`src/rtl/uart_pkg.sv`:
```
// Shared UART receive definitions: FSM states, frame-format encodings, oversampling constants.
package uart_pkg;

  typedef enum logic [2:0] {
    ST_IDLE   = 3'd0,
    ST_START  = 3'd1,
    ST_DATA   = 3'd2,
    ST_PARITY = 3'd3,
    ST_STOP   = 3'd4
  } rx_state_e;

  localparam logic [1:0] DATA_BITS_5 = 2'b00;
  localparam logic [1:0] DATA_BITS_6 = 2'b01;
  localparam logic [1:0] DATA_BITS_7 = 2'b10;
  localparam logic [1:0] DATA_BITS_8 = 2'b11;

  localparam logic STOP_BITS_1 = 1'b0;
  localparam logic STOP_BITS_2 = 1'b1;

  localparam int unsigned OVERSAMPLE = 16;
  localparam int unsigned TICK_W     = $clog2(OVERSAMPLE);
  localparam int unsigned IDX_W      = 3;
  localparam int unsigned BYTE_W     = 8;

  localparam logic [TICK_W-1:0] TICK_MID  = TICK_W'(7);
  localparam logic [TICK_W-1:0] TICK_LAST = TICK_W'(OVERSAMPLE - 1);

  // Bit index of the final data bit for a given length encoding.
  function automatic logic [IDX_W-1:0] last_index(input logic [1:0] bits);
    logic [IDX_W-1:0] idx;
    case (bits)
      DATA_BITS_5: idx = IDX_W'(4);
      DATA_BITS_6: idx = IDX_W'(5);
      DATA_BITS_7: idx = IDX_W'(6);
      DATA_BITS_8: idx = IDX_W'(7);
      default:     idx = IDX_W'(7);
    endcase
    return idx;
  endfunction

endpackage

```
`src/rtl/uart_rx_synchronizer.sv`:
```
// Two-flop synchroniser for the asynchronous serial line; resets to the idle (high) level.
module uart_rx_synchronizer (
  input  logic clk_i,
  input  logic rst_n_i,
  input  logic d_i,
  output logic q_o
);

  logic r_meta;
  logic r_sync;

  always_ff @(posedge clk_i or negedge rst_n_i) begin
    if (!rst_n_i) begin
      r_meta <= 1'b1;
      r_sync <= 1'b1;
    end else begin
      r_meta <= d_i;
      r_sync <= r_meta;
    end
  end

  assign q_o = r_sync;

endmodule

```
`src/rtl/uart_receiver.sv`:
```
// UART receive stage: 16x oversampled de-serialiser producing a byte, valid pulse and error flags.
// Optional parity support is built when UART_PARITY_EN is defined.
module uart_receiver
  import uart_pkg::*;
(
  input  logic              clk_i,
  input  logic              rst_n_i,
  input  logic              rx_i,
  input  logic              sample_i,
  input  logic [1:0]        data_bits_i,
  input  logic              stop_bits_i,
`ifdef UART_PARITY_EN
  input  logic              parity_en_i,
  input  logic              parity_odd_i,
  output logic              parity_error_o,
`endif
  output logic [BYTE_W-1:0] data_o,
  output logic              valid_o,
  output logic              frame_error_o,
  output logic              busy_o
);

  logic w_rx_s;

  uart_rx_synchronizer u_sync (
    .clk_i   (clk_i),
    .rst_n_i (rst_n_i),
    .d_i     (rx_i),
    .q_o     (w_rx_s)
  );

  rx_state_e           r_state,     w_state_nxt;
  logic [TICK_W-1:0]   r_tick,      w_tick_nxt;
  logic [IDX_W-1:0]    r_idx,       w_idx_nxt;
  logic [BYTE_W-1:0]   r_shift,     w_shift_nxt;
  logic                r_ferr,      w_ferr_nxt;
  logic                r_second,    w_second_nxt;
  logic                r_armed,     w_armed_nxt;
  logic [1:0]          r_cfg_bits,  w_cfg_bits_nxt;
  logic                r_cfg_stop,  w_cfg_stop_nxt;
  logic [BYTE_W-1:0]   w_data_nxt;
  logic                w_valid_nxt;
  logic                w_ferr_out_nxt;
  logic                w_busy_nxt;
  logic                w_last_tick;
  logic                w_stop_err;
`ifdef UART_PARITY_EN
  logic                r_cfg_par_en,  w_cfg_par_en_nxt;
  logic                r_cfg_par_odd, w_cfg_par_odd_nxt;
  logic                r_perr,        w_perr_nxt;
  logic                w_perr_out_nxt;
`endif

  assign w_last_tick = sample_i && (r_tick == TICK_LAST);
  assign w_stop_err  = r_ferr | ~w_rx_s;

  always_ff @(posedge clk_i or negedge rst_n_i) begin
    if (!rst_n_i) r_state <= ST_IDLE;
    else          r_state <= w_state_nxt;
  end

  always_comb begin
    w_state_nxt    = r_state;
    w_tick_nxt     = r_tick;
    w_idx_nxt      = r_idx;
    w_shift_nxt    = r_shift;
    w_ferr_nxt     = r_ferr;
    w_second_nxt   = r_second;
    w_armed_nxt    = r_armed;
    w_cfg_bits_nxt = r_cfg_bits;
    w_cfg_stop_nxt = r_cfg_stop;
    w_data_nxt     = data_o;
    w_valid_nxt    = 1'b0;
    w_ferr_out_nxt = 1'b0;
`ifdef UART_PARITY_EN
    w_cfg_par_en_nxt  = r_cfg_par_en;
    w_cfg_par_odd_nxt = r_cfg_par_odd;
    w_perr_nxt        = r_perr;
    w_perr_out_nxt    = 1'b0;
`endif

    if (sample_i) w_tick_nxt = r_tick + TICK_W'(1);

    case (r_state)
      ST_IDLE: begin
        // Re-arm only after a high level, so a held break cannot retrigger.
        if (w_rx_s) begin
          w_armed_nxt = 1'b1;
        end else if (sample_i && r_armed) begin
          w_state_nxt    = ST_START;
          w_tick_nxt     = '0;
          w_cfg_bits_nxt = data_bits_i;
          w_cfg_stop_nxt = stop_bits_i;
`ifdef UART_PARITY_EN
          w_cfg_par_en_nxt  = parity_en_i;
          w_cfg_par_odd_nxt = parity_odd_i;
`endif
        end
      end

      ST_START: begin
        if (sample_i && (r_tick == TICK_MID)) begin
          if (!w_rx_s) begin
            w_state_nxt  = ST_DATA;
            w_tick_nxt   = '0;
            w_idx_nxt    = '0;
            w_shift_nxt  = '0;
            w_ferr_nxt   = 1'b0;
            w_second_nxt = 1'b0;
`ifdef UART_PARITY_EN
            w_perr_nxt   = 1'b0;
`endif
          end else begin
            w_state_nxt = ST_IDLE;
          end
        end
      end

      ST_DATA: begin
        if (w_last_tick) begin
          w_shift_nxt[r_idx] = w_rx_s;
          w_idx_nxt          = r_idx + IDX_W'(1);
          if (r_idx == last_index(r_cfg_bits)) begin
`ifdef UART_PARITY_EN
            w_state_nxt = r_cfg_par_en ? ST_PARITY : ST_STOP;
`else
            w_state_nxt = ST_STOP;
`endif
          end
        end
      end

`ifdef UART_PARITY_EN
      ST_PARITY: begin
        if (w_last_tick) begin
          w_perr_nxt  = (^r_shift) ^ w_rx_s ^ r_cfg_par_odd;
          w_state_nxt = ST_STOP;
        end
      end
`endif

      ST_STOP: begin
        if (w_last_tick) begin
          w_ferr_nxt = w_stop_err;
          if ((r_cfg_stop == STOP_BITS_2) && !r_second) begin
            w_second_nxt = 1'b1;
          end else begin
            w_state_nxt    = ST_IDLE;
            w_data_nxt     = r_shift;
            w_valid_nxt    = 1'b1;
            w_ferr_out_nxt = w_stop_err;
`ifdef UART_PARITY_EN
            w_perr_out_nxt = r_perr;
`endif
            if (w_stop_err) w_armed_nxt = 1'b0;
          end
        end
      end

      default: w_state_nxt = ST_IDLE;
    endcase

    w_busy_nxt = (w_state_nxt != ST_IDLE);
  end

  always_ff @(posedge clk_i or negedge rst_n_i) begin
    if (!rst_n_i) begin
      r_tick        <= '0;
      r_idx         <= '0;
      r_shift       <= '0;
      r_ferr        <= 1'b0;
      r_second      <= 1'b0;
      r_armed       <= 1'b1;
      r_cfg_bits    <= DATA_BITS_8;
      r_cfg_stop    <= STOP_BITS_1;
      data_o        <= '0;
      valid_o       <= 1'b0;
      frame_error_o <= 1'b0;
      busy_o        <= 1'b0;
    end else begin
      r_tick        <= w_tick_nxt;
      r_idx         <= w_idx_nxt;
      r_shift       <= w_shift_nxt;
      r_ferr        <= w_ferr_nxt;
      r_second      <= w_second_nxt;
      r_armed       <= w_armed_nxt;
      r_cfg_bits    <= w_cfg_bits_nxt;
      r_cfg_stop    <= w_cfg_stop_nxt;
      data_o        <= w_data_nxt;
      valid_o       <= w_valid_nxt;
      frame_error_o <= w_ferr_out_nxt;
      busy_o        <= w_busy_nxt;
    end
  end

`ifdef UART_PARITY_EN
  always_ff @(posedge clk_i or negedge rst_n_i) begin
    if (!rst_n_i) begin
      r_cfg_par_en   <= 1'b0;
      r_cfg_par_odd  <= 1'b0;
      r_perr         <= 1'b0;
      parity_error_o <= 1'b0;
    end else begin
      r_cfg_par_en   <= w_cfg_par_en_nxt;
      r_cfg_par_odd  <= w_cfg_par_odd_nxt;
      r_perr         <= w_perr_nxt;
      parity_error_o <= w_perr_out_nxt;
    end
  end
`endif

endmodule

```
`config.mk`:
```
export PLATFORM = sky130hd
export DESIGN_NAME = uart_receiver
export DESIGN_NICKNAME = d
export VERILOG_FILES = /design/src/rtl/uart_pkg.sv /design/src/rtl/uart_rx_synchronizer.sv /design/src/rtl/uart_receiver.sv
export SDC_FILE = /design/constraint.sdc
export NUM_CORES = 1
export LEC_CHECK = 0
export CORE_ASPECT_RATIO = 1.75
export CORE_MARGIN = 5
export CORE_UTILIZATION = 45
export DETAILED_ROUTE_END_ITERATION = 16
export DONT_BUFFER_PORTS = 1
export SYNTH_ARGS = -nofsm -noshare
export SYNTH_HDL_FRONTEND = slang
export SYNTH_SLANG_ARGS = --single-unit
```
`constraint.sdc`:
```
create_clock -name clk_i -period 4.66 [get_ports clk_i]
set_input_delay 0.932 -clock clk_i [delete_from_list [all_inputs] [get_ports clk_i]]
set_output_delay 0.932 -clock clk_i [all_outputs]
set_load 0.02 [all_outputs]
```
## Word-level counts from Yosys, hierarchy flattened

Cells that the tools add are included.

| word-level totals | value |
|---|---|
| register bits | 37 |
| latch bits | 0 |
| bits in writable memories | 0 |
| bits in read-only memories | 0 |
| output and inout bits | 11 |
| memories kept | 0 |

| cells by class | value |
|---|---|
| add/sub/neg operators | 2 |
| multiply operators | 0 |
| divide/modulo/power cells | 0 |
| $lt $le $gt $ge | 2 |
| eq/ne operators | 17 |
| shifts and indexed selects | 0 |
| multiplexer cells | 47 |
| bitwise logic cells | 3 |
| reduce and logical (&&, ||, !) cells | 18 |

Operators by type and width:

| kind | number |
|---|---|
| $mux 3 | 12 |
| $mux 8 | 3 |
| $pmux 3 s4 | 2 |
| $mux 4 | 5 |
| $mux 1 | 16 |
| $pmux 8 s2 | 1 |
| $ne 2x2->1 const B | 7 |
| $reduce_and 5->1 | 2 |
| $bwmux 8 | 1 |
| $pmux 4 s2 | 1 |
| $reduce_and 4->1 | 2 |
| $pmux 1 s2 | 3 |
| $pmux 3 s2 | 1 |
| $reduce_and 3->1 | 2 |
| $reduce_bool 2->1 | 3 |
| $logic_and 1x1->1 | 5 |
| $add 4x1->4 const B | 1 |
| $eq 2x2->1 const B | 2 |
| $eq 4x3->1 const B | 1 |
| $eq 4x4->1 const B | 1 |
| $lt 3x4->1 const B | 1 |
| $add 3x1->3 const B | 1 |
| $demux 1 s3 | 1 |
| $eq 3x1->1 const B | 1 |
| 13 further kinds | 14 |

## Logic depth before layout (Yosys ltp)

Gate-level depths: netlist of the first run.

| logic depth | value |
|---|---|
| depth in word-level cells | 9 |
| gate-level depth with buffers | 6 |
| depth with buffers taken out | 5 |

## Hierarchy

From an unflattened synthesis of the first run, not the netlist that was laid out.

| unflattened totals | value |
|---|---|
| cell total of the unflattened synthesis | 150 |
| area total of the unflattened synthesis | 1732.9 um^2 |

By module, submodules not included:

| module | times used | cells each | area an instance (um^2) | sequential area each (um^2) |
|---|---|---|---|---|
| uart_receiver | 1 | 148 | 1680.4 | 879.6 |
| uart_rx_synchronizer | 1 | 2 | 52.6 | 52.6 |

## Least setup slack after synthesis of the first run

OpenSTA, ideal clock, no wires.

| path | value |
|---|---|
| path kind | input to register |
| start point | in sample_i |
| end point | reg data_o[1] |
| library setup time | 125 ps |
| arrival time | 1948 ps |
| required time | 4535 ps |
| path slack | 2587 ps |
| cell stages on the path | 6 |
| buffers on the path | 2 |
| cell sequence | buf_6 > and4_4 > and3_4 > nand2_2 > buf_6 > mux2_4 |

| on the way | value |
|---|---|
| word-level cells in the longest chain between the ends | 2 |

RTL lines:

| element | line | text |
|---|---|---|
| start: declaration | uart_receiver.sv:9 | `input logic sample_i,` |
| $logic_and 1x1->1 | uart_receiver.sv:54 | `assign w_last_tick = sample_i && (r_tick == TICK_LAST);` |
| $reduce_and 3->1 (no line) | - |  |
| end signal: assignment | uart_receiver.sv:189 | `data_o <= w_data_nxt;` |
| end: declaration | uart_receiver.sv:17 | `output logic [BYTE_W-1:0] data_o,` |

No other way between the ends.
A chain may end at the register's enable or synchronous reset.

## Worst setup path in the final report of the first run

| path | value |
|---|---|
| start point | reg r_tick[0] |
| end point | reg r_shift[5] |

| on the way | value |
|---|---|
| word-level cells in the longest chain between the ends | 4 |
| elaborated cells on any way between the ends | 7 |

RTL lines:

| element | line | text |
|---|---|---|
| start: declaration | uart_receiver.sv:33 | `logic [TICK_W-1:0] r_tick, w_tick_nxt;` |
| start signal: assignment | uart_receiver.sv:181 | `r_tick <= w_tick_nxt;` |
| $eq 4x3->1 / $eq 4x4->1 (equally long branches) | uart_receiver.sv:102, uart_receiver.sv:54 |  |
| $logic_and 1x1->1, on equally long branches | uart_receiver.sv:102, uart_receiver.sv:54 |  |
| $ne 2x2->1 (no line) | - |  |
| $reduce_and 4->1 (no line) (*) | - |  |
| end signal: assignment | uart_receiver.sv:183 | `r_shift <= w_shift_nxt;` |
| end: declaration | uart_receiver.sv:35 | `logic [BYTE_W-1:0] r_shift, w_shift_nxt;` |

Every way passes the cells marked *; elsewhere a longest branch is shown, timed or not.

==> flow_metrics.env, run 1 <==
export IMPL_cp_end_kind="flip-flop"
export IMPL_clockBufferDepth=2
export IMPL_outcome="finished, final reports clean"
export IMPL_max_freq_ghz=0.553
export IMPL_cp_max_fo=12
export IMPL_initial_core_util_pct=46.3
export IMPL_grt_most_used_layer="met2"
export IMPL_cts_buffers_inserted=5
export IMPL_final_cell_mix="32 x dfrtp_1, 10 x nor2_1, 9 x nand2_1"
export IMPL_cts_max_level=2
export IMPL_crit_slowest_cell="dfrtp_1"
export IMPL_fin_nets=146
export IMPL_grt_antenna_before_repair=0
export IMPL_critical_path_max_stage_delay_ns=0.40
export IMPL_ir_drop_uv=286
export IMPL_min_period_ns=1.81
export IMPL_rsz0062_at_grt="false"
export IMPL_power_density_nw_per_um2=410
export IMPL_setup_violations_final=0
export IMPL_drv_slew=0
export IMPL_wl_um=3070
export IMPL_cts_setup_buffers=0
export IMPL_preCtsSetupSlack_ns=2.57
export IMPL_place_gp_congestion=0.763
export IMPL_ys_types=40
export IMPL_die_y_um=90.4
export IMPL_cts_root_buffer="clkbuf_8"
export IMPL_startpoint_type="flip-flop"
export IMPL_route_detailed_drc=0
export IMPL_hold_buffers=0
export IMPL_grt_max_degree=38
export IMPL_tns_ns=0
export IMPL_leakagePower_nw=0.801
export IMPL_final_antenna_net_count=0
export IMPL_crit_family="simple AND/OR/NAND/NOR gates"
export IMPL_mappedNetlistArea_um2=1660
export IMPL_via_per_inst=5.72
export IMPL_relSlewSlack_pct=67.3
export IMPL_ys_seq_area_share_pct=56.1
export IMPL_final_util_pct=49.0
export IMPL_crit_type="flip-flop to flip-flop"
export IMPL_drt_pass1_iterations=4
export IMPL_finalCritPeriodShare_pct=38.8
export IMPL_final_common_cell="dfrtp_1"
export IMPL_cp_arrival_ns=1.96
export IMPL_path_depth=5
export IMPL_worst_slew_pin_slew_ns=0.489
export IMPL_ios=18
export IMPL_syn_avg_cell_area_um2=12.2
export IMPL_yosysTopAreaCellShare_pct=48.2
export IMPL_skew_ns=0.00377
export IMPL_cts_resized=0
export IMPL_setup_ws_ns=2.85
export IMPL_power_mw=0.723
export IMPL_area_delta_synth_final_pct=6.02
export IMPL_yosysWarnings=0
export IMPL_grt_usage_pct=13.6
export IMPL_clock_sinks=37
export IMPL_min_path_type="input port to async pin"
export IMPL_grt_pass1_vias=1121
export IMPL_syn_num_nets=145
export IMPL_rr_worst_depth=5
export IMPL_crit_chain="ha_1 > and4b_1 > nand3_1 > o311ai_0 > o41ai_1"
export IMPL_dr_total_vias=1052
export IMPL_hpwl_um=2270
export IMPL_crit_buf_inv=0
export IMPL_synth_seq_cells=37
export IMPL_synth_top_area_cell="dfrtp_1"
export IMPL_cts_tree="done"
export IMPL_cp_required_ns=4.81
export IMPL_io_buffer_count=0
export IMPL_yosys_top_cells_area="dfrtp_1 48%, dfstp_2 7.9%, mux2_4 6.3%"
export IMPL_grt_use_met3_pct=5.01
export IMPL_grt_pass1_wl_um=5340
export IMPL_first_iter_violations=14
export IMPL_wl_per_cell_um=16.7
export IMPL_maxCapViolCount=0
export IMPL_insertion_delay_ns=0.29
export IMPL_gr_usage_met2_pct=24.5
export IMPL_path_clk_slew_ns=0.07
export IMPL_use_met1_pct=13.5
export IMPL_syn_inst=136
export IMPL_overflow=0
export IMPL_dieArea_um2=5060
export IMPL_fp_dieW_um=55.9
export IMPL_n_antenna_cell=0
export IMPL_hold_viol_final=0
export IMPL_core_area_um2=3590
export IMPL_row_count=29
export IMPL_drive_above_1_share_pct=21.0
## routing by layer
layer	vias up	wire length, um
li1	499	-
met1	525	1170
met2	22	1670
met3	6	154
met4	0	76
met5	-	0
## where the power goes
group	switching [mW]	total, mW	internal (mW)
Clock	0.107	0.211	0.103
Sequential	0.0424	0.410	0.368
Combinational	0.0471	0.102	0.0547
Total	0.197	0.723	0.526
## cell type report
type / count / area, um2
clock buffers: 6 / 72.6
clock inverters: 2 / 10.0
fillers: 326 / 1830
inverters: 2 / 7.51
multi-input cells: 91 / 682
flip-flops and latches: 37 / 932
well taps: 46 / 57.6
## Yosys cell counts (all sizes together)
library cell  instances
a21oi                 2
a32o                  1
and2                  2
and3                  2
and4                  1
and4b                 1
buf                   4
clkbuf                2
clkinv                1
dfrtp                32
dfstp                 5
ha                    2
inv                   1
mux2                 11
mux2i                 1
nand2                10
nand2b                3
nand3                 6
nand4                 3
nor2                 10
nor2b                 2
nor3                  2
nor3b                 1
nor4                  1
o211ai                4
o21a                  1
o21ai                 3
o22a                  1
o22ai                 1
o311ai                4
o31ai                 3
o41ai                 5
or2b                  1
or3b                  1
xnor2                 3
xor2                  3
## cell families (layout without fill, tap and decap cells)
family,count (synthesis),in the layout,share of synthesized area (%)
compound gates,25,25,11.4
xor+xnor,6,6,3.16
fa+ha+maj,2,2,1.51
buf+inv,8,10,2.86
flops,37,37,56.1
mux,12,12,9.64
simple gates,46,46,15.4
## registers in the layout, summed over array words and instances, names as in the netlist, 2 cells and up
| name | count |
|---|---|
| r_tick | 4 |
| r_idx | 3 |
| data_o | 8 |
| r_state | 3 |
| r_shift | 8 |
| r_cfg_bits | 2 |
## worst paths after layout
kind                                from       endpoint  slack [ns]
max                            r_tick[0]     r_shift[5]        2.85
min reg2reg                u_sync.r_meta     u_sync.q_o        0.36
max in group asynchronous        rst_n_i     u_sync.q_o        4.15
max reg2reg                    r_tick[0]     r_shift[5]        2.85
min                              rst_n_i  frame_error_o        0.33
min in group clk_i         u_sync.r_meta     u_sync.q_o        0.36
## stage by stage
stage	cell area, um2	instances	hold slack [ns]
2_1_floorplan	1660	136	0.345
3_3_place_gp	1680	176	0.346
3_5_place_dp	1680	176	0.347
4_1_cts	1760	184	0.323
5_1_grt	1760	184	0.314
6_report	1760	184	0.330
## worst register-to-register path, stage by stage (launching register included)
cell and delay (ns):
dfrtp_1 0.40, ha_1 0.22, and4b_1 0.27, nand3_1 0.38, o311ai_0 0.26, o41ai_1 0.15
No activity file was read; power rests on OpenSTA's default activity.
==> inputs of run 2 (changes only) <==
==> constraint.sdc (replaced) <==
create_clock -name clk_i -period 1.7 [get_ports clk_i]
set_input_delay 0.34 -clock clk_i [delete_from_list [all_inputs] [get_ports clk_i]]
set_output_delay 0.34 -clock clk_i [all_outputs]
set_load 0.02 [all_outputs]
==> flow_metrics.env, run 2 (same netlist as run 1, synthesis figures left out) <==
export IMPL_outcome="finished, final reports clean"
export IMPL_initial_core_util_pct=46.3
export IMPL_max_freq_ghz=0.636
export IMPL_worstSetupEndpoint="r_shift[3]"
export IMPL_rr_worst_depth=7
export IMPL_relSlewSlack_pct=74.4
export IMPL_reg2reg_from="r_tick[1]"
export IMPL_cp_arrival_ns=1.74
export IMPL_crit_type="flip-flop to flip-flop"
export IMPL_leakagePower_nw=0.856
export IMPL_min_period_ns=1.57
export IMPL_drive_above_1_share_pct=26.8
export IMPL_cp_end_kind="flip-flop"
export IMPL_fin_nets=157
export IMPL_row_count=29
export IMPL_reg_largest_list="data_o x8, r_shift x8, r_tick x4"
export IMPL_post_dp_cell_area_um2=1740
export IMPL_hold_viol_final=0
export IMPL_final_antenna_net_count=0
export IMPL_via_per_inst=5.65
export IMPL_startpoint="r_tick[1]"
export IMPL_path_clk_slew_ns=0.07
export IMPL_final_cell_mix="32 x dfrtp_1, 9 x nor2_1, 9 x buf_4"
export IMPL_r2r_end="r_shift[3]"
export IMPL_drv_slew=0
export IMPL_cp_max_fo=7
export IMPL_dieArea_um2=5060
export IMPL_finalCritPeriodShare_pct=92.5
export IMPL_dr_total_vias=1102
export IMPL_grt_pass1_vias=1199
export IMPL_grt_pass1_wl_um=5730
export IMPL_maxCapViolCount=0
export IMPL_tns_ns=0
export IMPL_route_detailed_drc=0
export IMPL_area_delta_synth_final_pct=12.5
export IMPL_ir_drop_uv=624
export IMPL_grt_max_degree=38
export IMPL_overflow=0
export IMPL_cts_buffers_inserted=5
export IMPL_cts_tree="done"
export IMPL_grt_antenna_before_repair=0
export IMPL_setup_violations_final=0
export IMPL_ios=18
export IMPL_first_iter_violations=17
export IMPL_clockBufferDepth=2
export IMPL_die_y_um=90.4
export IMPL_final_common_cell="dfrtp_1"
export IMPL_core_area_um2=3590
export IMPL_skew_ns=0.00556
export IMPL_worst_slew_pin_slew_ns=0.384
export IMPL_drt_pass1_iterations=4
export IMPL_finalHoldWorstSlack_ns=0.0504
export IMPL_startpoint_type="flip-flop"
export IMPL_place_gp_congestion=0.740
export IMPL_wl_per_cell_um=16.4
export IMPL_hpwl_um=2300
export IMPL_cp_required_ns=1.86
export IMPL_n_antenna_cell=0
export IMPL_cts_max_level=2
export IMPL_power_density_nw_per_um2=1110
export IMPL_rrSetupSlack_ns=0.13
export IMPL_grt_usage_pct=14.4
export IMPL_insertion_delay_ns=0.29
export IMPL_wl_um=3210
export IMPL_clock_sinks=37
export IMPL_design_area_um2=1870
export IMPL_min_path_type="input port to flip-flop"
export IMPL_io_buffer_count=0
export IMPL_cts_root_buffer="clkbuf_8"
export IMPL_fp_dieW_um=55.9
run 2: report_power, final:
group | internal, mW | switching [mW]
clock | 0.291 | 0.285
combinational | 0.207 | 0.174
sequential | 1.01 | 0.110
run 2: how the worst min path moves through the flow:
stage,end,from,cells after the start,slack (ns)
4_1_cts,u_sync.r_meta,rx_i,0,0.03
6_report,u_sync.r_meta,rx_i,0,0.05
3_5_place_dp,frame_error_o,rst_n_i,0,0.05
2_1_floorplan,busy_o,rst_n_i,0,0.04
3_3_place_gp,valid_o,rst_n_i,0,0.05
5_1_grt,u_sync.r_meta,rx_i,0,0.03
run 2: routing by layer:
metal | share of wire [%] | track usage, % | vias to the layer above
met5 | 0 | 0 | -
met4 | 2.5 | 8.91 | 0
met3 | 4.3 | 4.29 | 6
met2 | 56 | 25.1 | 21
met1 | 38 | 14.6 | 554
li1 | - | - | 521
run 2: what timing repair did:
action                     4_1_cts  5_1_grt
hold buffers                     2        0
setup endpoints to repair        3       15
hold endpoints to repair        37        0
buffers inserted                 0        1
resized for setup                0        8
run 2: area by class of cell:
type	instances	area (um2)
clock buffer	8	80.1
fill	324	1720
inverter	2	7.51
multi-input combinational	91	694
sequential	37	932
tap	46	57.6
timing repair buffer	11	97.6
run 2: worst max-delay path: stages, from the launching register on:
cell	delay, ns
dfrtp_1	0.36
ha_2	0.20
and4_4	0.21
buf_4	0.13
nand3_1	0.09
buf_4	0.20
o211ai_1	0.17
o31ai_1	0.09
run 2: stage by stage:
| stage | instances | util, % | setup WS, ns | power [mW] |
|---|---|---|---|---|
| finish | 195 | 52.0 | 0.128 | 2.08 |
| floorplan | 136 | - | 0.109 | 1.36 |
| global route | 195 | 52.0 | -0.00242 | 2.20 |
| detailed placement | 184 | 48.4 | 0.0126 | 1.47 |
| CTS | 194 | 51.5 | -0.00164 | 2.08 |
| global placement | 184 | 48.4 | 0.0603 | 1.45 |
==> inputs of run 3 (changes only) <==
--- a/config.mk
+++ b/config.mk
@@ -5,6 +5,7 @@
 export SDC_FILE = /design/constraint.sdc
 export NUM_CORES = 1
 export LEC_CHECK = 0
+export CAP_MARGIN = 10
 export CORE_ASPECT_RATIO = 1.75
 export CORE_MARGIN = 5
 export CORE_UTILIZATION = 45
==> results of run 3 <==
The final DEF is identical to that of run 2; final timing and power are the same.
